--- src/rtl/baud_pkg.sv ---
// Shared rate codes, FSM states and timing defaults for the
// baud-rate configuration arbiter.
package baud_pkg;

    localparam logic [1:0] BAUD24  = 2'b00;
    localparam logic [1:0] BAUD48  = 2'b01;
    localparam logic [1:0] BAUD96  = 2'b10;
    localparam logic [1:0] BAUD192 = 2'b11;

    localparam int unsigned HOLD_DEF   = 2;
    localparam int unsigned SETTLE_DEF = 16;

    typedef enum logic [2:0] {
        IDLE,
        WAIT_IDLE,
        APPLY,
        SETTLE,
        ACK
    } state_t;

endpackage

--- src/rtl/baud_cfg_arbiter_rr_arb2.sv ---
// Two-requester round-robin grant: ptr breaks ties when both
// requesters are valid.
module rr_arb2 (
    input  logic [1:0] req,
    input  logic       ptr,
    output logic       grant
);

    assign grant = (req == 2'b11) ? ptr : req[1];

endmodule

--- src/rtl/baud_cfg_arbiter.sv ---
// Serialises rate-change requests from two requesters, restarts the baud
// generator when the link is idle and acknowledges once it has settled.
module baud_cfg_arbiter
    import baud_pkg::*;
#(
    parameter int unsigned HOLD_CYCLES   = HOLD_DEF,
    parameter int unsigned SETTLE_CYCLES = SETTLE_DEF,
    parameter logic [1:0]  DEFAULT_RATE  = BAUD96
) (
    input  logic       clock,
    input  logic       reset_n,
    input  logic [1:0] req_valid,
    input  logic [3:0] req_rate,
    output logic [1:0] req_ready,
    input  logic       link_busy,
    output logic [1:0] baud_rate,
    output logic       gen_reset_n,
    output logic       cfg_active
);

    state_t     r_state;
    logic       r_rr_ptr;
    logic       r_gnt_idx;
    logic [1:0] r_rate;
    logic [7:0] r_hold_cnt;
    logic [7:0] r_settle_cnt;
    logic [1:0] r_baud;
    logic       r_gen_rst_n;
    logic [1:0] r_ready;
    logic       r_active;

    logic       w_gnt;
    logic [1:0] w_sel_rate;
    logic [1:0] w_gnt_onehot;
    logic [1:0] w_lat_onehot;

    rr_arb2 u_arb (
        .req   (req_valid),
        .ptr   (r_rr_ptr),
        .grant (w_gnt)
    );

    assign w_sel_rate   = w_gnt ? req_rate[3:2] : req_rate[1:0];
    assign w_gnt_onehot = w_gnt ? 2'b10 : 2'b01;
    assign w_lat_onehot = r_gnt_idx ? 2'b10 : 2'b01;

    always_ff @(posedge clock) begin
        if (!reset_n) begin
            r_state      <= IDLE;
            r_rr_ptr     <= 1'b0;
            r_gnt_idx    <= 1'b0;
            r_rate       <= DEFAULT_RATE;
            r_hold_cnt   <= 8'd0;
            r_settle_cnt <= 8'd0;
            r_baud       <= DEFAULT_RATE;
            r_gen_rst_n  <= 1'b0;
            r_ready      <= 2'b00;
            r_active     <= 1'b0;
        end else begin
            r_ready <= 2'b00;
            unique case (r_state)
                IDLE: begin
                    r_gen_rst_n <= 1'b1;
                    if (|req_valid) begin
                        r_gnt_idx <= w_gnt;
                        r_rate    <= w_sel_rate;
                        r_active  <= 1'b1;
                        // Same rate: acknowledge without disturbing the generator
                        if (w_sel_rate == r_baud) begin
                            r_state <= ACK;
                            r_ready <= w_gnt_onehot;
                        end else begin
                            r_state <= WAIT_IDLE;
                        end
                    end
                end
                WAIT_IDLE: begin
                    if (!link_busy) begin
                        r_state     <= APPLY;
                        r_baud      <= r_rate;
                        r_gen_rst_n <= 1'b0;
                        r_hold_cnt  <= 8'(HOLD_CYCLES - 1);
                    end
                end
                APPLY: begin
                    if (r_hold_cnt == 8'd0) begin
                        r_state      <= SETTLE;
                        r_gen_rst_n  <= 1'b1;
                        r_settle_cnt <= 8'(SETTLE_CYCLES - 1);
                    end else begin
                        r_hold_cnt <= r_hold_cnt - 8'd1;
                    end
                end
                SETTLE: begin
                    if (r_settle_cnt == 8'd0) begin
                        r_state <= ACK;
                        r_ready <= w_lat_onehot;
                    end else begin
                        r_settle_cnt <= r_settle_cnt - 8'd1;
                    end
                end
                ACK: begin
                    r_state  <= IDLE;
                    r_active <= 1'b0;
                    r_rr_ptr <= ~r_gnt_idx;
                end
                default: begin
                    r_state  <= IDLE;
                    r_active <= 1'b0;
                end
            endcase
        end
    end

    assign req_ready   = r_ready;
    assign baud_rate   = r_baud;
    assign gen_reset_n = r_gen_rst_n;
    assign cfg_active  = r_active;

endmodule

--- config.mk ---
export PLATFORM = sky130hd
export DESIGN_NAME = baud_cfg_arbiter
export DESIGN_NICKNAME = d
export VERILOG_FILES = /design/src/rtl/baud_pkg.sv /design/src/rtl/baud_cfg_arbiter_rr_arb2.sv /design/src/rtl/baud_cfg_arbiter.sv
export SDC_FILE = /design/constraint.sdc
export NUM_CORES = 1
export LEC_CHECK = 0
export BUFFER_PORTS_ARGS = -buffer_cell sky130_fd_sc_hd__buf_2
export CORE_ASPECT_RATIO = 1.25
export CORE_UTILIZATION = 50
export DETAILED_ROUTE_END_ITERATION = 16
export PLACE_DENSITY = 0.76
export SKIP_LAST_GASP = 1
export SYNTH_ARGS = -nofsm -noshare
export SYNTH_HDL_FRONTEND = slang
export SYNTH_SLANG_ARGS = --single-unit
--- constraint.sdc ---
create_clock -name clock -period 2.9 [get_ports clock]
set_input_delay 0.145 -clock clock [delete_from_list [all_inputs] [get_ports clock]]
set_output_delay 0.145 -clock clock [all_outputs]
set_load 0.02 [all_outputs]
==> flow_results.xml, run 1 <==
<?xml version="1.0" encoding="UTF-8"?>
<metrics>
  <group name="timing">
    <metric name="setup-tns-final" unit="ns">0</metric>
    <metric name="grt_setup_unrepaired" unit="">no</metric>
    <metric name="setup-violations-final" unit="">0</metric>
    <metric name="fmax" unit="MHz">519</metric>
    <metric name="timing.final.max_slew_violations" unit="">0</metric>
    <metric name="period_minus_slack" unit="ns">1.93</metric>
    <metric name="fin_skew" unit="ns">0.00833</metric>
    <metric name="worst_pin_slew" unit="ns">0.638</metric>
    <metric name="final-hold-violation-count" unit="">0</metric>
    <metric name="timing.slew.headroom" unit="">0.568</metric>
    <metric name="final.period_utilization" unit="">0.664</metric>
  </group>
  <group name="logic_synthesis">
    <metric name="async_reset_ff_frac" unit="">0</metric>
    <metric name="synth_largest_area_cell" unit="">dfxtp_1</metric>
    <metric name="commonest_register_cell_after_synthesis" unit="">dfxtp_1</metric>
    <metric name="post_synth_num_cell_types" unit="">44</metric>
    <metric name="ys_seq_area_frac" unit="">0.376</metric>
    <metric name="syn_avg_cell_area" unit="um^2">8.58</metric>
    <metric name="ys_ff_latch" unit="">29</metric>
    <metric name="synth.yosys.warnings" unit="">0</metric>
    <metric name="netlist_top_cells_area" unit="">dfxtp_1 (38%), nor2_1 (6.3%), xnor2_1 (3.4%)</metric>
    <metric name="number_of_enable_type_register_cells_in_the_synthesized_netlist" unit="">0</metric>
    <metric name="synth_nets" unit="">192</metric>
    <metric name="synth.top_cell.area_share" unit="">0.376</metric>
    <metric name="netlist_instances" unit="">180</metric>
    <metric name="syn-cell-area" unit="mm^2">0.00154</metric>
  </group>
  <group name="pwr">
    <metric name="power_leakage" unit="nW">0.653</metric>
    <metric name="design_power_total" unit="mW">1.85</metric>
    <metric name="power.density_cell_area" unit="mW/mm^2">1080</metric>
    <metric name="irDropWorstVdd" unit="mV">0.539</metric>
  </group>
  <group name="setup_path">
    <metric name="kind_of_start_point_of_the_critical_path" unit="">register</metric>
    <metric name="end_kind" unit="">register</metric>
    <metric name="required" unit="ns">3.12</metric>
    <metric name="arrival" unit="ns">2.14</metric>
    <metric name="criticalPathCategory" unit="">register to register</metric>
    <metric name="worst-path-max-fanout" unit="">7</metric>
  </group>
  <group name="drt">
    <metric name="first_iter_violations" unit="">25</metric>
    <metric name="route.vias.total" unit="">1333</metric>
    <metric name="drt_wl_total" unit="mm">3.07</metric>
    <metric name="drt-pass1-iter-count" unit="">4</metric>
    <metric name="drc_errors" unit="">0</metric>
    <metric name="post_drt_via_cell_ratio" unit="">5.77</metric>
    <metric name="wl_per_cell" unit="um">13.3</metric>
    <metric name="antenna_violating_nets_post_route" unit="">0</metric>
  </group>
  <group name="global_route">
    <metric name="gr-usage-all-layers" unit="">0.222</metric>
    <metric name="grt_first_pass_wirelength" unit="mm">5.44</metric>
    <metric name="antenna_found_initial" unit="">0</metric>
    <metric name="globalRoute.totalOverflow" unit="">0</metric>
    <metric name="largest_net_degree_at_the_start_of_global_routing" unit="">18</metric>
    <metric name="first_global_vias" unit="">1300</metric>
  </group>
  <group name="layout">
    <metric name="finish.utilization" unit="">0.582</metric>
    <metric name="finish.net_count" unit="">206</metric>
    <metric name="stdcell_area" unit="mm^2">0.00171</metric>
    <metric name="final_cell_mix" unit="">dfxtp_1 (29), nor2_1 (26), buf_2 (14), nand2_1 (12), a21oi_1 (10)</metric>
    <metric name="final.fill_count" unit="">265</metric>
    <metric name="instances_no_fill" unit="">231</metric>
    <metric name="n_antenna_cell" unit="">0</metric>
    <metric name="syn_to_final_growth" unit="%">10.9</metric>
    <metric name="final_layout_size_suffix_gt1_frac" unit="">0.154</metric>
    <metric name="mostFrequentLayoutCell" unit="">dfxtp_1</metric>
  </group>
  <group name="clock_network">
    <metric name="cts.path.max_buffers" unit="">2</metric>
    <metric name="cts_resized" unit="">0</metric>
    <metric name="cts-htree-levels" unit="">2</metric>
    <metric name="clock_tree.root_cell" unit="">clkbuf_4</metric>
    <metric name="cts-buffers-inserted" unit="">5</metric>
    <metric name="clock_insertion_delay_worst_skew" unit="ns">0.32</metric>
    <metric name="clk_pin_slew" unit="ns">0.09</metric>
    <metric name="cts_setup_buffers" unit="">0</metric>
    <metric name="cts.sinks" unit="">29</metric>
    <metric name="tritoncts" unit="">yes</metric>
    <metric name="postCtsHoldBufs" unit="">0</metric>
  </group>
  <group name="die">
    <metric name="dieArea" unit="mm^2">0.00332</metric>
    <metric name="die_outline_width" unit="um">51.7</metric>
    <metric name="pin_count" unit="">15</metric>
    <metric name="die_height" unit="um">64.1</metric>
    <metric name="core_area" unit="mm^2">0.00295</metric>
    <metric name="start_util" unit="">0.524</metric>
    <metric name="row_count" unit="">22</metric>
  </group>
  <group name="place">
    <metric name="place.detailed.hpwl" unit="mm">2.29</metric>
    <metric name="port_buffers" unit="">14</metric>
    <metric name="gp_congestion" unit="">0.852</metric>
    <metric name="place.detailed.instances" unit="">223</metric>
    <metric name="placedInstanceArea" unit="mm^2">0.00163</metric>
  </group>
  <group name="min_path">
    <metric name="timing.hold.worst.class" unit="">input port to register</metric>
  </group>
  <group name="outcome">
    <metric name="run_status" unit="">completed</metric>
  </group>
  <group name="job">
    <metric name="max_cap_violations" unit="">0</metric>
  </group>
</metrics>
-- routing by layer --
layer	GRT usage	vias up	wire, um
li1	-	670	-
met1	0.232	616	1210
met2	0.396	36	1660
met3	0.0643	11	129
met4	0.105	0	74
met5	0	-	0
-- cell families after synthesis --
| group | after synthesis | share of synthesized area |
|---|---|---|
| simple gates | 89 | 0.326 |
| flops | 29 | 0.376 |
| compound gates | 28 | 0.136 |
| buf+inv | 14 | 0.0373 |
| xor+xnor | 12 | 0.0681 |
| mux | 5 | 0.0324 |
| fa+ha+maj | 3 | 0.0243 |
-- stage by stage --
| stage | setup WS, ns | hold WS, ns |
|---|---|---|
| finish | 0.973 | 0.0760 |
| CTS | 0.974 | 0.0673 |
| global placement | 1.12 | 0.402 |
| global route | 0.810 | 0.0822 |
| floorplan | 1.28 | 0.359 |
| detailed placement | 0.994 | 0.408 |
-- power breakdown --
part	switching [mW]	total [mW]	internal, mW
clock network	0.134	0.340	0.206
logic	0.479	0.857	0.378
registers	0.138	0.655	0.517
total	0.750	1.85	1.10
-- registers in the layout, indices dropped and copies added (netlist names) --
signal / count
r_settle_cnt: 8
baud_rate: 2
gen_reset_n: 1
r_gnt_idx: 1
r_hold_cnt: 8
r_rr_ptr: 1
r_rate: 2
cfg_active: 1
req_ready: 2
r_state: 3
-- path summary, 6_finish.rpt --
kind | start | endpoint | slack, ns | cells after the start
setup reg to reg | r_hold_cnt[0]$_SDFFE_PN0P_ | r_settle_cnt[6]$_SDFFE_PN0P_ | 0.97 | 7
setup / recovery | r_hold_cnt[0]$_SDFFE_PN0P_ | r_settle_cnt[6]$_SDFFE_PN0P_ | 0.97 | 7
hold reg to reg | gen_reset_n$_SDFFE_PN0P_ | gen_reset_n$_SDFFE_PN0P_ | 0.47 | 2
hold / removal | reset_n | baud_rate[1]$_SDFFE_PN1P_ | 0.08 | 2
-- final cells by class --
type | instances | area (um^2) | share of cell area
Tap cell | 36 | 45.0 | 0.0263
Multi-Input combinational cell | 137 | 906 | 0.529
Inverter | 7 | 26.3 | 0.0153
Clock inverter | 1 | 30.0 | 0.0175
Timing Repair Buffer | 14 | 70.1 | 0.0409
Sequential cell | 29 | 581 | 0.339
Clock buffer | 7 | 55.1 | 0.0321
-- cells in the mapped netlist (2+ instances only) --
cell type  count
nor2_1        26
o32a_1         2
nand3_1        7
clkbuf_1       5
o22ai_1        2
nand2_1       12
nor4b_1        2
a311oi_1       2
a21oi_1       10
nor2b_1        7
o21a_1         3
nor3b_1        3
inv_1          7
or3_1          2
nor4_1         4
nand2b_1       4
nand4b_1       4
or2_2          2
nand4_1        3
nor3_1         5
xnor2_1        6
ha_1           3
xor2_1         6
dfxtp_1       29
mux2i_1        5
-- critical path, cell delays in order, from the launching register on --
cell	delay, ns
dfxtp_1	0.35
inv_1	0.10
ha_1	0.15
nor3b_1	0.29
a21oi_1	0.26
nor4_1	0.43
xnor2_1	0.19
nor2_1	0.06
(Power assumes the default switching activity.)
==> inputs of run 2 (changes only) <==
- ABC_AREA: unset -> 1
- PLACE_DENSITY: 0.76 -> 0.79
- clock period: 2.9 -> 1.55 ns (I/O delays scaled with it)
==> run 2 against run 1 <==
Worst setup slack got worse by 0.93 ns. Maximum frequency increased by 28%. Non-clock buffer count grew 14. Critical path type unchanged. Highest routed layer unchanged.
==> flow_results.xml, run 2 <==
<?xml version="1.0" encoding="UTF-8"?>
<metrics>
  <group name="timing">
    <metric name="timing.final.max_slew_violations" unit="">0</metric>
    <metric name="period_minus_slack" unit="ns">1.51</metric>
    <metric name="setup-tns-final" unit="ns">0</metric>
    <metric name="timing.slew.headroom" unit="">0.770</metric>
    <metric name="layout_setup_ws" unit="ns">0.0419</metric>
    <metric name="fin_skew" unit="ns">0.00553</metric>
    <metric name="worst_pin_slew" unit="ns">0.342</metric>
    <metric name="fmax" unit="MHz">663</metric>
    <metric name="final-hold-violation-count" unit="">0</metric>
    <metric name="setup-violations-final" unit="">0</metric>
    <metric name="final.period_utilization" unit="">0.973</metric>
    <metric name="grt_setup_unrepaired" unit="">yes</metric>
    <metric name="hold_slack_final" unit="ns">0.0220</metric>
  </group>
  <group name="setup_path">
    <metric name="buffer_and_inverter_count_on_the_worst_path" unit="">2</metric>
    <metric name="worst-path-max-fanout" unit="">4</metric>
    <metric name="worstSetupStartpoint" unit="">r_hold_cnt[1]$_SDFFE_PN0P_</metric>
    <metric name="worst_path_largest_cell_delay" unit="ns">0.34</metric>
    <metric name="path_common_cell" unit="">inv_2</metric>
    <metric name="cpMaxStageDelayCell" unit="">dfxtp_2</metric>
    <metric name="timing.critical_path.max_delay_family" unit="">simple AND/OR/NAND/NOR gates</metric>
    <metric name="setup.reg_to_reg.worst_slack" unit="ns">0.04</metric>
    <metric name="required" unit="ns">1.81</metric>
    <metric name="timing.critical_path.cells" unit="">inv_2 &gt; ha_4 &gt; inv_2 &gt; nor3_4 &gt; nand2_2 &gt; nand2_4 &gt; nand4_1 &gt; nor2_2 &gt; nand2_1 &gt; a21oi_1</metric>
    <metric name="end_kind" unit="">register</metric>
    <metric name="kind_of_start_point_of_the_critical_path" unit="">register</metric>
    <metric name="arrival" unit="ns">1.77</metric>
    <metric name="criticalPathCategory" unit="">register to register</metric>
    <metric name="critical_path.reg2reg.startpoint" unit="">r_hold_cnt[1]$_SDFFE_PN0P_</metric>
  </group>
  <group name="logic_synthesis">
    <metric name="synth.top_cell.area_share" unit="">0.378</metric>
    <metric name="ys_ff_latch" unit="">29</metric>
    <metric name="syn_avg_cell_area" unit="um^2">7.04</metric>
    <metric name="number_of_enable_type_register_cells_in_the_synthesized_netlist" unit="">0</metric>
    <metric name="synth_largest_area_cell" unit="">dfxtp_1</metric>
    <metric name="syn-cell-area" unit="mm^2">0.00153</metric>
    <metric name="yosys.area_share.adder" unit="">0.0245</metric>
    <metric name="netlist_instances" unit="">218</metric>
    <metric name="synth_compound_gate_area_share" unit="">0.131</metric>
    <metric name="post_synth_most_frequent_cells" unit="">nand2_1 (44), inv_1 (30), dfxtp_1 (29)</metric>
    <metric name="post_synth_num_cell_types" unit="">28</metric>
    <metric name="synth_mux_area_frac" unit="">0</metric>
    <metric name="synth.yosys.warnings" unit="">0</metric>
    <metric name="synth-simple-area-share" unit="">0.329</metric>
    <metric name="netlist_top_cells_area" unit="">dfxtp_1 (38%), nand2_1 (11%), inv_1 (7.3%)</metric>
    <metric name="async_reset_ff_frac" unit="">0</metric>
    <metric name="ys_seq_area_frac" unit="">0.378</metric>
    <metric name="synth_nets" unit="">230</metric>
    <metric name="commonest_register_cell_after_synthesis" unit="">dfxtp_1</metric>
    <metric name="yosysMostFrequentCell" unit="">nand2_1</metric>
    <metric name="yosys.area_share.xor_xnor" unit="">0.0514</metric>
    <metric name="largest_family_of_logic_cells_by_synthesized_area" unit="">simple AND/OR/NAND/NOR gates</metric>
  </group>
  <group name="min_path">
    <metric name="timing.hold.worst.class" unit="">input port to register</metric>
    <metric name="hold_start" unit="">reset_n</metric>
  </group>
  <group name="global_route">
    <metric name="gr-usage-all-layers" unit="">0.216</metric>
    <metric name="grt_first_pass_wirelength" unit="mm">5.35</metric>
    <metric name="largest_net_degree_at_the_start_of_global_routing" unit="">11</metric>
    <metric name="globalRoute.totalOverflow" unit="">0</metric>
    <metric name="antenna_found_initial" unit="">0</metric>
    <metric name="first_global_vias" unit="">1338</metric>
  </group>
  <group name="drt">
    <metric name="post_drt_via_cell_ratio" unit="">5.14</metric>
    <metric name="wl_per_cell" unit="um">11.8</metric>
    <metric name="drc_errors" unit="">0</metric>
    <metric name="first_iter_violations" unit="">46</metric>
    <metric name="drt-pass1-iter-count" unit="">4</metric>
    <metric name="drt_wl_total" unit="mm">3.43</metric>
    <metric name="route.vias.total" unit="">1491</metric>
    <metric name="antenna_violating_nets_post_route" unit="">0</metric>
  </group>
  <group name="place">
    <metric name="place.detailed.hpwl" unit="mm">2.35</metric>
    <metric name="post-place-ws" unit="ns">-0.0109</metric>
    <metric name="gp_congestion" unit="">0.815</metric>
    <metric name="port_buffers" unit="">14</metric>
    <metric name="placedInstanceArea" unit="mm^2">0.00172</metric>
  </group>
  <group name="layout">
    <metric name="multiInputGateArea" unit="um^2">893</metric>
    <metric name="largestRegisters" unit="">r_hold_cnt: 8 flops, r_settle_cnt: 8 flops, r_state: 3 flops</metric>
    <metric name="final.fill_count" unit="">273</metric>
    <metric name="stdcell_area" unit="mm^2">0.00190</metric>
    <metric name="final_cell_mix" unit="">nand2_1 (43), inv_1 (26), dfxtp_1 (25), nor2_1 (24), nand3_1 (18)</metric>
    <metric name="area_taken_by_flip_flops_and_latches" unit="um^2">586</metric>
    <metric name="mostFrequentLayoutCell" unit="">nand2_1</metric>
    <metric name="syn_to_final_growth" unit="%">23.7</metric>
    <metric name="finish.net_count" unit="">265</metric>
    <metric name="final_layout_size_suffix_gt1_frac" unit="">0.268</metric>
    <metric name="n_antenna_cell" unit="">0</metric>
  </group>
  <group name="die">
    <metric name="pin_count" unit="">15</metric>
    <metric name="start_util" unit="">0.526</metric>
    <metric name="core_area" unit="mm^2">0.00292</metric>
    <metric name="row_count" unit="">22</metric>
    <metric name="die_outline_width" unit="um">51.5</metric>
    <metric name="dieArea" unit="mm^2">0.00329</metric>
    <metric name="die_height" unit="um">63.9</metric>
  </group>
  <group name="clock_network">
    <metric name="clock_tree.root_cell" unit="">clkbuf_4</metric>
    <metric name="cts-htree-levels" unit="">2</metric>
    <metric name="cts.sinks" unit="">29</metric>
    <metric name="cts-buffers-inserted" unit="">5</metric>
    <metric name="cts.path.max_buffers" unit="">2</metric>
    <metric name="clock_insertion_delay_worst_skew" unit="ns">0.33</metric>
    <metric name="clk_pin_slew" unit="ns">0.09</metric>
    <metric name="tritoncts" unit="">yes</metric>
  </group>
  <group name="pwr">
    <metric name="irDropWorstVdd" unit="mV">1.25</metric>
    <metric name="power.density_cell_area" unit="mW/mm^2">2240</metric>
    <metric name="design_power_total" unit="mW">4.26</metric>
    <metric name="power_leakage" unit="nW">0.900</metric>
  </group>
  <group name="job">
    <metric name="max_cap_violations" unit="">0</metric>
  </group>
  <group name="outcome">
    <metric name="run_status" unit="">completed</metric>
  </group>
</metrics>
-- run 2: changes by cell type in the layout (fill, tap and decap cells not counted), sizes merged, moves of 6 or more --
cell,before,now
inv,7,33
o21ai,1,9
nor2b,7,0
nor4,6,0
nand3,7,21
buf,14,28
nand2,12,47
-- run 2: what timing repair did --
item / 4_1_cts / 5_1_grt
setup buffers: 1 / 3
resized for setup: 3 / 19
gates cloned: 0 / 1
hold buffers: 0 / 0
endpoints found under the setup margin: 4 / 17
pin swaps: 1 / 4
-- run 2: final timing paths --
check	cells past startpoint	endpoint
setup / recovery	10	r_state[0]$_SDFFE_PN0P_
hold / removal	2	r_rate[1]$_SDFFE_PN1P_
setup reg to reg	10	r_state[0]$_SDFFE_PN0P_
hold reg to reg	2	r_hold_cnt[5]$_SDFFE_PN0P_
-- run 2: report_power, final --
part	internal [mW]	switching, mW
sequential	1.00	0.187
clock	0.262	0.266
combinational	1.05	1.49
-- run 2: kinds of logic after synthesis --
family,after synthesis
flip-flops,29
XOR/XNOR,9
adder cells (fa/ha/maj),3
AND/OR/NAND/NOR,108
AO/OA/AOI/OAI,34
buffers and inverters,35
-- run 2: area by class of cell --
type / count / share of cell area
Clock buffer: 7 / 0.0343
Clock inverter: 1 / 0.00264
Inverter: 34 / 0.0673
Multi-Input combinational cell: 155 / 0.471
Sequential cell: 29 / 0.309
Tap cell: 36 / 0.0237
Timing Repair Buffer: 28 / 0.0923
-- run 2: metal layers --
| metal | GRT usage | vias to the layer above | routed length [um] |
|---|---|---|---|
| li1 | - | 776 | - |
| met1 | 0.240 | 676 | 1550 |
| met2 | 0.364 | 29 | 1680 |
| met3 | 0.0619 | 10 | 98 |
| met4 | 0.111 | 0 | 102 |
| met5 | 0 | - | 0 |
-- run 2: per-stage QoR --
stage	std cells	util
2_1_floorplan	218	-
5_1_grt	290	0.650
3_5_place_dp	277	0.590
6_report	290	0.650
3_3_place_gp	277	0.590
4_1_cts	286	0.619
